**src/rtl/countdown_timer.sv**
```systemverilog
// Kitchen countdown timer: mm:ss is set with button pulses, counted down once per
// tick to 00:00, then a blinking alarm runs for ALARM_SEC ticks or until acknowledged.
module countdown_timer #(
    parameter int TICK_DIV  = 50000000,
    parameter int ALARM_SEC = 10
) (
    input  logic       CLK,
    input  logic       RST,
    input  logic       start_stop,
    input  logic       clr,
    input  logic       minup,
    input  logic       secup,
    output logic [2:0] min10,
    output logic [3:0] min1,
    output logic [2:0] sec10,
    output logic [3:0] sec1,
    output logic       running,
    output logic       alarm,
    output logic       blank
);

    localparam int DIV_W = (TICK_DIV > 1) ? $clog2(TICK_DIV) : 1;
    localparam int CNT_W = (ALARM_SEC > 1) ? $clog2(ALARM_SEC) : 1;
    localparam logic [DIV_W-1:0] DIV_MAX  = DIV_W'(TICK_DIV - 1);
    localparam logic [DIV_W-1:0] DIV_HALF = DIV_W'(TICK_DIV / 2);
    localparam logic [CNT_W-1:0] CNT_LAST = CNT_W'(ALARM_SEC - 1);

    typedef enum logic [1:0] {
        IDLE  = 2'd0,
        RUN   = 2'd1,
        PAUSE = 2'd2,
        ALARM = 2'd3
    } state_t;

    state_t           state_r, state_nx;
    logic [2:0]       min10_r, min10_nx, sec10_r, sec10_nx;
    logic [3:0]       min1_r, min1_nx, sec1_r, sec1_nx;
    logic [DIV_W-1:0] div_r, div_nx;
    logic [CNT_W-1:0] acnt_r, acnt_nx;
    logic             running_r, alarm_r, blank_r;
    logic             tick_s, time_zero_s, last_sec_s;

    // Increment a BCD 00..59 field, wrapping 59 -> 00 with no carry out.
    function automatic logic [6:0] inc60(input logic [2:0] tens, input logic [3:0] ones);
        logic [6:0] res;
        if (ones != 4'd9) begin
            res = {tens, ones + 4'd1};
        end else if (tens != 3'd5) begin
            res = {tens + 3'd1, 4'd0};
        end else begin
            res = 7'd0;
        end
        return res;
    endfunction

    assign tick_s      = (div_r == DIV_MAX);
    assign time_zero_s = (min10_r == 3'd0) && (min1_r == 4'd0) && (sec10_r == 3'd0) && (sec1_r == 4'd0);
    assign last_sec_s  = (min10_r == 3'd0) && (min1_r == 4'd0) && (sec10_r == 3'd0) && (sec1_r <= 4'd1);

    // Next state, next digits, divider and alarm counter.
    always_comb begin
        state_nx = state_r;
        min10_nx = min10_r;
        min1_nx  = min1_r;
        sec10_nx = sec10_r;
        sec1_nx  = sec1_r;
        div_nx   = {DIV_W{1'b0}};
        acnt_nx  = {CNT_W{1'b0}};
        case (state_r)
            IDLE, PAUSE: begin
                if (clr) begin
                    state_nx = IDLE;
                    min10_nx = 3'd0;
                    min1_nx  = 4'd0;
                    sec10_nx = 3'd0;
                    sec1_nx  = 4'd0;
                end else if (start_stop) begin
                    if (!time_zero_s) begin
                        state_nx = RUN;
                    end else begin
                        state_nx = state_r;
                    end
                end else begin
                    if (minup) begin
                        {min10_nx, min1_nx} = inc60(min10_r, min1_r);
                    end else begin
                        {min10_nx, min1_nx} = {min10_r, min1_r};
                    end
                    if (secup) begin
                        {sec10_nx, sec1_nx} = inc60(sec10_r, sec1_r);
                    end else begin
                        {sec10_nx, sec1_nx} = {sec10_r, sec1_r};
                    end
                end
            end
            RUN: begin
                if (clr) begin
                    state_nx = IDLE;
                    min10_nx = 3'd0;
                    min1_nx  = 4'd0;
                    sec10_nx = 3'd0;
                    sec1_nx  = 4'd0;
                end else if (start_stop) begin
                    state_nx = PAUSE;
                end else if (tick_s) begin
                    // The borrow chain can never pass below 00:00: the last second lands on ALARM.
                    if (last_sec_s) begin
                        state_nx = ALARM;
                        sec1_nx  = 4'd0;
                    end else if (sec1_r != 4'd0) begin
                        sec1_nx = sec1_r - 4'd1;
                    end else begin
                        sec1_nx = 4'd9;
                        if (sec10_r != 3'd0) begin
                            sec10_nx = sec10_r - 3'd1;
                        end else begin
                            sec10_nx = 3'd5;
                            if (min1_r != 4'd0) begin
                                min1_nx = min1_r - 4'd1;
                            end else begin
                                min1_nx  = 4'd9;
                                min10_nx = (min10_r != 3'd0) ? (min10_r - 3'd1) : 3'd0;
                            end
                        end
                    end
                end else begin
                    div_nx = div_r + DIV_W'(1);
                end
            end
            ALARM: begin
                if (clr || start_stop) begin
                    state_nx = IDLE;
                end else if (tick_s) begin
                    if (acnt_r == CNT_LAST) begin
                        state_nx = IDLE;
                    end else begin
                        acnt_nx = acnt_r + CNT_W'(1);
                    end
                end else begin
                    div_nx  = div_r + DIV_W'(1);
                    acnt_nx = acnt_r;
                end
            end
            default: begin
                state_nx = IDLE;
            end
        endcase
    end

    // State register.
    always_ff @(posedge CLK or negedge RST) begin
        if (!RST) begin
            state_r <= IDLE;
        end else begin
            state_r <= state_nx;
        end
    end

    // Datapath and registered status outputs, derived from next-cycle values.
    always_ff @(posedge CLK or negedge RST) begin
        if (!RST) begin
            min10_r   <= 3'd0;
            min1_r    <= 4'd0;
            sec10_r   <= 3'd0;
            sec1_r    <= 4'd0;
            div_r     <= {DIV_W{1'b0}};
            acnt_r    <= {CNT_W{1'b0}};
            running_r <= 1'b0;
            alarm_r   <= 1'b0;
            blank_r   <= 1'b0;
        end else begin
            min10_r   <= min10_nx;
            min1_r    <= min1_nx;
            sec10_r   <= sec10_nx;
            sec1_r    <= sec1_nx;
            div_r     <= div_nx;
            acnt_r    <= acnt_nx;
            running_r <= (state_nx == RUN);
            alarm_r   <= (state_nx == ALARM);
            blank_r   <= (state_nx == ALARM) && (div_nx >= DIV_HALF);
        end
    end

    assign min10   = min10_r;
    assign min1    = min1_r;
    assign sec10   = sec10_r;
    assign sec1    = sec1_r;
    assign running = running_r;
    assign alarm   = alarm_r;
    assign blank   = blank_r;

endmodule

```
**config.mk**
```make
export PLATFORM = sky130hd
export DESIGN_NAME = countdown_timer
export DESIGN_NICKNAME = d
export VERILOG_FILES = /design/src/rtl/countdown_timer.sv
export SDC_FILE = /design/constraint.sdc
export NUM_CORES = 1
export LEC_CHECK = 0
export ABC_CLOCK_PERIOD_IN_PS = 4860
export CELL_PAD_IN_SITES_DETAIL_PLACEMENT = 1
export CELL_PAD_IN_SITES_GLOBAL_PLACEMENT = 1
export CORE_ASPECT_RATIO = 1.2
export CORE_MARGIN = 5
export CORE_UTILIZATION = 49
export CTS_CLUSTER_DIAMETER = 120
export DETAILED_ROUTE_END_ITERATION = 6
export GPL_TIMING_DRIVEN = 0
export HOLD_SLACK_MARGIN = 0.12
export PLACE_DENSITY = 0.93
export SLEW_MARGIN = 20
export SYNTH_ARGS = -nofsm -noshare
export SYNTH_HDL_FRONTEND = slang
export SYNTH_SLANG_ARGS = --single-unit
```
**constraint.sdc**
```tcl
create_clock -name CLK -period 4.86 [get_ports CLK]
set_clock_uncertainty 0.15 [all_clocks]
set_input_delay 0.729 -clock CLK [delete_from_list [all_inputs] [get_ports CLK]]
set_output_delay 0.729 -clock CLK [all_outputs]
set_load 0.01 [all_outputs]
```
# Yosys cells after proc, flatten, opt, wreduce, memory -nomap -nowiden
# Index checks and enable logic that the tools add are counted.
# word_totals
regBits,49
wordCells,132
out_inout_bits,17
inputBits,6
# op_classes
eq_ne,23
addsub,10
n_lt_le_gt_ge,2
muxes,66
reduce_logical,21
# ops
cell,count
$mux W26,4
$mux W4,22
$mux W3,20
$pmux W26 S2,1
$ne A3 B3 Y1 const B,14
$mux W7,4
$add A26 B1 Y26 const B,1
$eq A26 B26 Y1 const B,1
$ge A26 B25 Y1 const B,1
$mux W2,10
$pmux W4 S2,2
$reduce_and A8 Y1,2
$add A4 B1 Y4 const B,3
$pmux W3 S2,2
$reduce_and A10 Y1,1
$logic_not A4 Y1,2
$ne A4 B4 Y1 const B,2
$reduce_bool A4 Y1,2
$sub A4 B1 Y4 const B,2
$add A3 B1 Y3 const B,2
$eq A2 B2 Y1 const B,3
$logic_not A3 Y1,2
$pmux W2 S3,1
$reduce_bool A3 Y1,2
10 further kinds,16

# Logic depth before layout (Yosys ltp)
# depth
word_depth,11
ltp_mapped,10
depth_no_buf,10

# Worst setup path after synthesis
# No wires, ideal clock.
# synth_timing
path_kind,register -> register
startpoint,register div_r[0]
endpoint,"register blank_r, in the netlist blank"
path_slack_ns,2.284
synth_period_minus_slack_ns,2.576
t_required_ns,4.623
stages_incl_launch_ff,10
arrival_time_ns,2.339
path_cell_list,dfrtp_1 > ha_1 > and3_1 > clkbuf_1 > nand2_2 > or4b_4 > xor2_1 > nor4_2 > o2111ai_1 > a211oi_2
# synth_via
elab_chain_len,7
elab_cells_between_ends,16
cone_classes,add/sub: 1; order compare: 1; eq/ne: 2; mux: 11; reduce/logical: 1
# synth_rtl
element,line_no,source
"start, declared",38,"logic [DIV_W-1:0] div_r, div_nx;"
"start signal, assigned",166,div_r <= {DIV_W{1'b0}};
"start signal, assigned",176,div_r <= div_nx;
$add A26 B1 Y26 or $eq A26 B26 Y1 (tied branches),"127, 140, 56",
$mux W26 or $mux W2 (tied branches),"105, 133",
$mux W26 or $mux W2 (tied branches),103,end else if (start_stop) begin
$mux W26 or $mux W2 (tied branches),97,if (clr) begin
$pmux W26 S2 or $pmux W2 S3 (tied branches),69,case (state_r)
$ge A26 B25 Y1 or $eq A2 B2 Y1 (tied branches),180,blank_r <= (state_nx == ALARM) && (div_nx >= DIV_HALF);
$logic_and A1 B1 Y1 (*),180,
"end signal, assigned",180,
"end, declared",40,"logic running_r, alarm_r, blank_r;"
# Every way passes the cells marked *; elsewhere a longest branch is shown, timed or not.
# A chain may end at the register's enable or synchronous reset.

# Worst setup path in the final report
# layout_timing
startpoint,register div_r[11]
endpoint,"register min10_r[1], in the netlist min10[1]"
# layout_via
elab_chain_len,3
# layout_rtl
element,line_no,source
$eq A26 B26 Y1,56,assign tick_s = (div_r == DIV_MAX);
$ne A3 B3 Y1 (no line),n/a,
$reduce_and A10 Y1 (no line),n/a,
"end signal, assigned",172,min10_r <= min10_nx;
"end, declared",36,"logic [2:0] min10_r, min10_nx, sec10_r, sec10_nx;"
# No other way between the ends.

==> insert_results.sql <==
INSERT INTO impl_metrics (metric_group, metric, value, unit) VALUES
('pwr', 'power.sequential.fraction', '0.369', ''),
('pwr', 'share_comb_of_total_power', '0.385', ''),
('grt', 'grt.total_usage', '0.223', ''),
('timing', 'setup_viol_count_final', '0', ''),
('hold_path', 'holdCritPathClass', 'input pin to async pin', ''),
('placed_design', 'gp_congestion', '0.901', ''),
('detailed_routing', 'avgViaCountPerCell', '6.03', ''),
('synthesis', 'synth_top_area_share', '0.369', ''),
('pwr', 'p_int', '0.902', 'mW'),
('timing', 'timing.slew.headroom', '0.551', ''),
('pwr', 'power_switching', '0.525', 'mW'),
('synthesis', 'synthDistinctLibCells', '67', ''),
('detailed_routing', 'met2_wirelength', '4.89', 'mm'),
('cts', 'clkLatencyLatePin', '0.31', 'ns'),
('pwr', 'leakagePower', '1.48', 'nW'),
('detailed_routing', 'initialDrtViolationCount', '91', ''),
('synthesis', 'synth_area_in_simple_gates', '0.277', ''),
('detailed_routing', 'drt_wl_total', '9.08', 'mm'),
('timing', 'unrepaired_setup_endpoints_after_global_routing', 'false', ''),
('critical_path', 'timing.reg2reg.setup_slack', '1.76', 'ns'),
('die', 'fp.dieArea', '8530', 'um2'),
('pwr', 'ir_worst_vdd', '0.256', 'mV'),
('timing', 'clock.fmax', '323', 'MHz'),
('grt', 'grt_pass1_wl', '15.5', 'mm'),
('grt', 'number_of_global_route_vias_before_repair', '3209', ''),
('final_layout', 'final_net_count', '434', ''),
('detailed_routing', 'antenna_violating_nets_post_route', '0', ''),
('detailed_routing', 'm1WireLength', '3.77', 'mm'),
('final_layout', 'drive_gt1_frac', '0.0791', ''),
('synthesis', 'synth_top_cells_by_area', 'dfrtp_1 (37%), nor2_1 (7.1%), ha_1 (4.5%)', ''),
('timing', 'final_max_slew_viol_count', '0', ''),
('synthesis', 'synthMuxAreaShare', '0.0256', ''),
('timing', 'tightestPinTransition', '0.667', 'ns'),
('critical_path', 'cp_data_arrival_time', '3.14', 'ns'),
('timing', 'finalWorstPathRequiredPeriod', '3.10', 'ns'),
('synthesis', 'synth_top_family_by_area', 'simple AND/OR/NAND/NOR gates', ''),
('detailed_routing', 'drcViolationCount', '0', ''),
('synthesis', 'synth-async-reset-ratio', '1.00', ''),
('detailed_routing', 'route.met3.wl', '216', 'um'),
('final_layout', 'antenna_cells_inserted', '0', ''),
('synthesis', 'syn-num-nets', '405', ''),
('cts', 'cts-htree-levels', '2', ''),
('synthesis', 'synth_compound_area_frac', '0.169', ''),
('pwr', 'clkPwrFrac', '0.246', ''),
('critical_path', 'critPathLaunchType', 'register', ''),
('cts', 'post_cts_resized', '0', ''),
('cts', 'tritoncts', 'built', ''),
('synthesis', 'yosys.area_share.xor_xnor', '0.0712', ''),
('synthesis', 'yosysTopAreaCell', 'dfrtp_1', ''),
('outcome', 'run_status', 'complete, no violations', ''),
('final_layout', 'flow.area_growth_from_synthesis', '13.8', '%'),
('cts', 'cts-hold-fix-buffers', '0', ''),
('synthesis', 'yosys.area_share.adder', '0.0482', ''),
('cts', 'post_cts.repair.setup_buffers', '0', ''),
('synthesis', 'mappedNetlistArea', '3320', 'um2'),
('critical_path', 'worstPathMaxFanout', '8', ''),
('placed_design', 'placement.io_buffers', '22', ''),
('die', 'die-width', '85.1', 'um'),
('flow_run', 'maxCapViolations', '0', ''),
('grt', 'grt_max_degree', '50', ''),
('synthesis', 'synth-warning-count', '0', ''),
('die', 'floorplan.die.height', '100', 'um'),
('synthesis', 'ys_seq_elements', '49', ''),
('detailed_routing', 'route.detailed.wl_per_inst', '18.1', 'um'),
('critical_path', 'critPathCaptureType', 'register', ''),
('die', 'start_util', '0.509', ''),
('placed_design', 'place_hpwl', '6.64', 'mm'),
('synthesis', 'synth_edf_count', '0', ''),
('critical_path', 'criticalPathCategory', 'register to register', ''),
('synthesis', 'synthesis.area_per_instance', '8.58', 'um2'),
('cts', 'clockBufferDepth', '2', '');
## power by group through the flow
stage	sequential, mW	clock [mW]	combinational (mW)
floorplan	0.539	0	0.323
global placement	0.527	0	0.517
detailed placement	0.533	0	0.548
CTS	0.525	0.361	0.552
global route	0.538	0.376	0.607
finish	0.526	0.351	0.550
## state kept, by name, summed over array words and instances (netlist names)
register and cells:
sec10 3, running 1, acnt_r 4, alarm 1, min1 4, sec1 4, div_r 26, blank 1
min10 3, state_r 2
## final timing paths
path / start / end / depth (start not counted)
max in group asynchronous: RST / div_r[15] / 1
setup reg to reg: div_r[11] / min10[1] / 7
setup / recovery: div_r[11] / min10[1] / 7
hold / removal: RST / div_r[3] / 1
hold reg to reg: div_r[0] / div_r[0] / 1
min in group CLK: div_r[0] / div_r[0] / 1
## cell usage in the layout, fill, tap and decap left out, drive strengths merged, types with 3 or more instances in the layout
| cell type | n |
|---|---|
| dfrtp | 49 |
| xnor2 | 14 |
| nor4 | 5 |
| and3 | 6 |
| nor3 | 9 |
| a31oi | 5 |
| ha | 12 |
| o21ai | 19 |
| a211oi | 7 |
| xor2 | 13 |
| or3 | 8 |
| mux2i | 4 |
| clkbuf | 18 |
| nand4 | 8 |
| inv | 12 |
| nor2 | 63 |
| buf | 6 |
| nand3b | 3 |
| clkdlybuf4s50 | 21 |
| nand3 | 22 |
| nor2b | 5 |
| a21oi | 17 |
| nand2b | 7 |
| o31ai | 5 |
| a21o | 3 |
| mux2 | 4 |
| nand2 | 25 |
| or2 | 4 |
## area by class of cell
class / count / area (um2)
repair buffers: 22 / 218
fillers: 790 / 2750
multi-input cells: 308 / 1960
inverters: 12 / 45.0
flip-flops and latches: 49 / 1230
plain buffers: 18 / 83.8
well taps: 85 / 106
clock buffers: 5 / 68.8
clock inverters: 3 / 65.1
## metrics by stage
stage                     instances  utilization  area [um2]  setup slack [ns]  power (mW)
after detailed placement        494        0.558        3640              1.62        1.08
after CTS                       502        0.579        3780              1.81        1.44
final                           502        0.579        3780              1.76        1.43
after global routing            502        0.579        3780              1.59        1.52
after global placement          494        0.559        3650              1.45        1.04
after floorplan                 387            -        3320              2.28       0.862
## metal layers
metal / GRT usage / up-vias
met5: 0 / -
li1: - / 1448
met1: 0.252 / 1505
met2: 0.427 / 54
met3: 0.0271 / 18
met4: 0.0731 / 0
## critical path, cell delays in order, from the launching register on
cell      delay [ns]
dfrtp_1         0.37
clkbuf_1        0.20
or4bb_1         0.54
nor4_1          0.52
a31oi_1         0.23
a211o_1         0.29
nor2_1          0.29
mux2_2          0.39
## kinds of logic after synthesis
| family | count (synthesis) |
|---|---|
| buffers and inverters | 30 |
| AND/OR/NAND/NOR | 178 |
| adder cells (fa/ha/maj) | 13 |
| AO/OA/AOI/OAI | 82 |
| flip-flops | 49 |
| XOR/XNOR | 27 |
| multiplexers | 8 |
## cells in the mapped netlist, types with 2 or more instances
master,number
a311oi_1,2
nor2b_1,5
nand2b_1,7
a211oi_1,6
mux2i_1,4
nor4_1,3
or3_1,8
inv_1,12
or4bb_1,2
o21ai_0,18
nor4b_1,2
nand4_1,7
o21bai_1,2
and3_1,6
nor2_1,63
a22o_1,2
nand2_1,24
clkbuf_2,2
xor2_1,13
clkbuf_1,11
a21o_1,3
buf_2,2
nor4_2,2
a31oi_1,5
nand3b_1,3
or2_2,3
o22ai_1,2
ha_1,12
a211o_1,2
o211ai_1,2
o311ai_0,2
o32a_1,2
xnor2_1,14
dfrtp_1,49
o31ai_1,5
a32oi_1,2
nor3_1,9
a21oi_1,16
nand3_1,22
mux2_2,4
No activity file was read; power rests on OpenSTA's default activity.
